**config.mk**
```make
export PLATFORM = sky130hd
export DESIGN_NAME = apb_ram
export DESIGN_NICKNAME = d
export VERILOG_FILES = /design/src/rtl/apb_ram_pkg.sv /design/src/rtl/apb_ram_mem.sv /design/src/rtl/apb_ram.sv
export SDC_FILE = /design/constraint.sdc
export NUM_CORES = 1
export LEC_CHECK = 0
export ABC_AREA = 0
export BUFFER_PORTS_ARGS = -buffer_cell sky130_fd_sc_hd__buf_4
export CAP_MARGIN = 20
export CORE_ASPECT_RATIO = 0.7
export CORE_MARGIN = 4
export CORE_UTILIZATION = 44
export DETAILED_ROUTE_END_ITERATION = 12
export HOLD_SLACK_MARGIN = 0.08
export PLACE_DENSITY = 0.58
export SLEW_MARGIN = 20
export SYNTH_ARGS = -nofsm -noshare
export SYNTH_HDL_FRONTEND = slang
export SYNTH_SLANG_ARGS = --single-unit
export TNS_END_PERCENT = 100
```
**constraint.sdc**
```tcl
create_clock -name pclk -period 4.1 [get_ports pclk]
set_input_delay 0.205 -clock pclk [delete_from_list [all_inputs] [get_ports pclk]]
set_output_delay 0.205 -clock pclk [all_outputs]
set_load 0.005 [all_outputs]
```
**src/rtl/apb_ram_pkg.sv**
```systemverilog
// Shared parameters for the APB3 register-file RAM.
// Latency: n/a (declarations only).
// Backpressure: n/a (declarations only).
package apb_ram_pkg;

    localparam int ADDR_W_DEF = 32;
    localparam int DATA_W_DEF = 32;
    localparam int DEPTH_DEF  = 32;

    // Index width for a memory of the given depth (at least one bit).
    function automatic int idx_w(input int depth);
        return (depth > 1) ? $clog2(depth) : 1;
    endfunction

endpackage

```
**src/rtl/apb_ram_mem.sv**
```systemverilog
// DEPTH x DATA_W word array with asynchronous clear, one write port, one read port.
// Latency: write lands on the rising edge; read is combinational from the array.
// Backpressure: none; a write is accepted on every edge where wr_en is high.
//
// Ports: clk, rst_n (async active-low clear of every word),
//        wr_en/wr_addr/wr_dat (write port), rd_addr -> rd_dat (read port).
module apb_ram_mem
    import apb_ram_pkg::*;
#(
    parameter int DATA_W = DATA_W_DEF,
    parameter int DEPTH  = DEPTH_DEF,
    parameter int IDX_W  = idx_w(DEPTH)
) (
    input  logic              clk,
    input  logic              rst_n,
    input  logic              wr_en,
    input  logic [IDX_W-1:0]  wr_addr,
    input  logic [DATA_W-1:0] wr_dat,
    input  logic [IDX_W-1:0]  rd_addr,
    output logic [DATA_W-1:0] rd_dat
);

    logic [DATA_W-1:0] mem_q [DEPTH];
    logic [DATA_W-1:0] mem_d [DEPTH];

    always_comb begin
        mem_d = mem_q;
        if (wr_en) begin
            mem_d[wr_addr] = wr_dat;
        end
    end

    always_ff @(posedge clk or negedge rst_n) begin
        if (!rst_n) begin
            for (int i = 0; i < DEPTH; i++) begin
                mem_q[i] <= '0;
            end
        end else begin
            mem_q <= mem_d;
        end
    end

    assign rd_dat = mem_q[rd_addr];

endmodule

```
**src/rtl/apb_ram.sv**
```systemverilog
// APB3 slave wrapping a word-addressed RAM; out-of-range addresses answer pslverr.
// Latency: one wait state; pready rises on the edge ending the first access cycle.
// Backpressure: pready is held low in the access cycle, high for exactly one cycle.
//
// Ports: presetn (async active-low), pclk, APB3 request (psel, penable, pwrite,
//        paddr = word address, pwdata), registered response (prdata, pready, pslverr).
module apb_ram
    import apb_ram_pkg::*;
#(
    parameter int ADDR_W = ADDR_W_DEF,
    parameter int DATA_W = DATA_W_DEF,
    parameter int DEPTH  = DEPTH_DEF
) (
    input  logic              presetn,
    input  logic              pclk,
    input  logic              psel,
    input  logic              penable,
    input  logic              pwrite,
    input  logic [ADDR_W-1:0] paddr,
    input  logic [DATA_W-1:0] pwdata,
    output logic [DATA_W-1:0] prdata,
    output logic              pready,
    output logic              pslverr
);

    localparam int IDX_W = idx_w(DEPTH);

    logic [DATA_W-1:0] prdata_q,  prdata_d;
    logic              pready_q,  pready_d;
    logic              pslverr_q, pslverr_d;

    logic              access;
    logic              addr_ok;
    logic [IDX_W-1:0]  idx;
    logic [DATA_W-1:0] rd_dat;

    // An access is acted on once: the edge after it has been acknowledged
    // sees pready_q=1 and does nothing, so a held psel/penable simply
    // starts a fresh access on the following edge.
    assign access  = psel && penable && !pready_q;
    // Full-width compare: high address bits never alias onto low words.
    assign addr_ok = (paddr < ADDR_W'(DEPTH));
    assign idx     = paddr[IDX_W-1:0];

    apb_ram_mem #(
        .DATA_W (DATA_W),
        .DEPTH  (DEPTH),
        .IDX_W  (IDX_W)
    ) u_mem (
        .clk     (pclk),
        .rst_n   (presetn),
        .wr_en   (access && pwrite && addr_ok),
        .wr_addr (idx),
        .wr_dat  (pwdata),
        .rd_addr (idx),
        .rd_dat  (rd_dat)
    );

    always_comb begin
        pready_d  = access;
        pslverr_d = access && !addr_ok;
        prdata_d  = prdata_q;
        if (access && !pwrite) begin
            prdata_d = addr_ok ? rd_dat : '0;
        end
    end

    always_ff @(posedge pclk or negedge presetn) begin
        if (!presetn) begin
            prdata_q  <= '0;
            pready_q  <= 1'b0;
            pslverr_q <= 1'b0;
        end else begin
            prdata_q  <= prdata_d;
            pready_q  <= pready_d;
            pslverr_q <= pslverr_d;
        end
    end

    assign prdata  = prdata_q;
    assign pready  = pready_q;
    assign pslverr = pslverr_q;

endmodule

```
==> metrics.md <==
| Metric | Value |
|---|---|
| Commonest register cell after synthesis | `dfrtp_1` |
| Worst setup SP type | `primary input` |
| Distinct cells, synth | `42` |
| First-pass GRT wire length | `218000 um` |
| # DRC | `0` |
| Worst path max stage delay | `0.64 ns` |
| FF-to-FF setup slack | `1.14 ns` |
| Clock latency on the worst-skew pair | `0.71 ns` |
| Antenna Nets Post-Route | `0` |
| Post-Synth XOR/XNOR Area | `0%` |
| Detailed Routing Iterations Pass 1 | `5` |
| Final setup fails | `0` |
| Clock Path Buffers | `3` |
| Worst Max-Slew Pin Slew | `1.04 ns` |
| Setup bufs post-CTS | `0` |
| Final clock skew | `0.0381 ns` |
| Clk sink count | `1058` |
| Chip width | `400 um` |
| Starting density of the core | `44.5%` |
| Post_cts resized | `0` |
| ANT cells | `0` |
| Pwr dens | `401 mW/mm^2` |
| Worst path top cell family by delay | `buffers and inverters` |
| Synth area leader | `dfrtp_1` |
| Clock-pin transition on the worst setup and hold timing paths | `0.06 ns` |
| Worst setup EP type | `register` |
| Post-synthesis cell area | `0.0474 mm^2` |
| WP buf/inv | `6` |
| Simple-Gate Fraction of Synth Area | `1.90%` |
| Minimum clock period | `3.77 ns` |
| NetSw | `0.00499 W` |
| Min-Delay Path Class | `primary input to asynchronous set/reset pin` |
| Synth Area in Compound Gates | `3.58%` |
| Comb power frac | `5.1%` |
| Status | `finished clean` |
| Synth top area share | `55.9%` |
| Switching share of power | `22.9%` |
| Main area contributors after synthesis | `dfrtp_1 (56%), mux2_2 (24%), mux4_2 (6.7%), mux2i_1 (5.1%), a22oi_1 (1.5%)` |
| RSZ-0062 raised after global routing | `false` |
| Share of cells above drive strength 1 | `49.3%` |
| Sequential power share | `47.9%` |
| TritonCTS clock tree | `yes` |
| Critical path cell sequence | `dlygate4sd3_1 > buf_4 > nor4_1 > dlygate4sd3_1 > nand4_1 > dlygate4sd3_1 > buf_4 > nor4_4 > nand2_2 > buf_4 > mux2_2` |
| Clk pwr share | `47.1%` |
| Final nets | `3306` |
| Num CTS Buffers | `105` |
| Largest family of logic cells by synthesized area | `multiplexers` |
| Vias in the first global route | `30700` |
| Largest net degree at the start of global routing | `142` |
| VDD IR max | `0.000327 V` |
| CTS Root Cell | `clkbuf_16` |
| Register area share after synthesis | `55.9%` |
| Setup WS pre-CTS | `0.902 ns` |
| Area share of fa/ha/maj cells after synthesis | `0%` |
| WP data arrival | `4.33 ns` |
| # H-tree levels | `3` |
| Syn_area_per_cell | `15.1 um^2` |
| Max-slew violation count | `0` |
| Critical Path RT | `4.67 ns` |
| Top-count cell post-synth | `dfrtp_1` |
| Leading cell types by count after synthesis | `dfrtp_1 (1058), mux2_2 (1026), mux2i_1 (240)` |
| 1st-iter DRT viols | `2077` |
| Mux cell area share after synthesis | `36.1%` |
| Die ar. | `0.113 mm^2` |
| RD Place Congestion | `0.805` |
| Crit-path max FO | `23` |
| Highest clock rate | `265 MHz` |
| Syn nets | `3210` |
| GRT Residual Overflow | `0` |
| Crit share post-route | `91.9%` |
| Final wirelength | `149000 um` |
| Slowest cell on the critical path | `nor4_4` |
| Cell count after synthesis | `3141` |
| Synth async-reset ratio | `100%` |
| Die height | `283 um` |
| Cell-internal power | `0.0168 W` |
| Final hold vios | `0` |
| Rows | `100` |
| Routed length per instance | `31.5 um` |
| #FFs+latches synth | `1058` |
| Max_cap viols | `0` |
| Routed vias/inst | `6.12` |
| Initial antenna violation count | `5` |
| Synth warn | `0` |
| I/O pin count | `103` |
| Max-slew headroom | `30.5%` |
| Area growth syn-to-layout | `14.8%` |
| Hpwl dp | `91900 um` |
| Worst Path Class, Setup | `primary input to register` |
| Total track usage | `26.3%` |
| Post-route setup slack | `0.333 ns` |
| Leak | `27.3 nW` |
| IO buf count | `102` |
| Count of flip-flops with a built-in enable after synthesis | `0` |
| Via count | `29100` |
| Core area | `0.107 mm^2` |
| Total Neg Setup Slack | `0 ns` |
## final timing paths
kind                             from  depth (start not counted)          endpoint
max                         paddr[31]                         11  u_mem.mem_q[841]
min                           presetn                          2  u_mem.mem_q[576]
max reg2reg                    pready                          6  u_mem.mem_q[841]
min reg2reg                prdata[27]                          1        prdata[27]
max in group asynchronous     presetn                          3  u_mem.mem_q[304]
min in group pclk           paddr[13]                          4           pslverr
## kinds of logic after synthesis
logic type             after synthesis
multiplexers                      1406
AO/OA/AOI/OAI                      223
buffers and inverters              299
AND/OR/NAND/NOR                    155
flip-flops                        1058
## power groups by stage
stage / Clock (W) / Sequential, W / Combinational [W]
6_report: 0.0103 / 0.0104 / 0.00110
5_1_grt: 0.0109 / 0.0104 / 0.00119
4_1_cts: 0.0104 / 0.0104 / 0.00112
3_5_place_dp: 0 / 0.0106 / 0.00108
3_3_place_gp: 0 / 0.0106 / 0.00106
2_1_floorplan: 0 / 0.0106 / 0.000455
## metrics by stage
step	total power (W)	utilization [%]	cells	cell area, um^2	hold WS (ns)
after global routing	0.0225	51.1	4749	54400	0.151
after global placement	0.0117	47.2	4516	50400	0.279
after CTS	0.0220	51.0	4748	54400	0.130
after floorplan	0.0111	-	3141	47400	-0.0906
after detailed placement	0.0117	47.3	4517	50400	0.299
final	0.0218	51.1	4749	54400	0.123
## worst reg2reg max path, cell delays in order, from the launching register on
cell and delay [ns]:
dfrtp_1 0.38, and3b_1 0.29, nand2_1 0.27, nor4_4 0.65, nand2_2 0.37, buf_4 0.46
mux2_2 0.39
## flip-flops by register name (all words and copies together) (netlist names)
| name | count |
|---|---|
| u_mem.mem_q | 1024 |
| prdata | 32 |
| pready | 1 |
| pslverr | 1 |
## metal layers
metal,part of all wire [%],global-route usage [%]
met1,47,39.0
met2,44,39.9
met3,6.4,5.36
met4,2.5,6.89
met5,0.0080,0
## cell usage in the layout (no fill, tap or decap), drive strengths merged, types with 8 or more instances in the layout
cell type    instances
dfrtp             1058
mux2              1026
buf                247
mux2i              240
clkbuf             148
mux4               140
a22oi               92
nand2               60
o22ai               43
dlygate4sd3         40
nand4               29
clkinv              23
a221oi              16
a22o                15
bufinv              15
o31ai               12
a2111oi             11
nor4                10
nor2                 9
nor2b                8
a21o                 8
## final cells by class
type / count / area (um^2)
fillers: 8934 / 52200
repair buffers: 288 / 2590
clock inverters: 44 / 618
clock buffers: 147 / 3020
well taps: 1428 / 1790
flip-flops and latches: 1058 / 26500
multi-input cells: 1784 / 19900
## repair_timing
action / CTS / global route
hold endpoints to repair: 1166 / 0
hold buffers: 40 / 0
endpoints found under the setup margin: 0 / 0
Note: power is estimated with default switching activity, not from simulation.
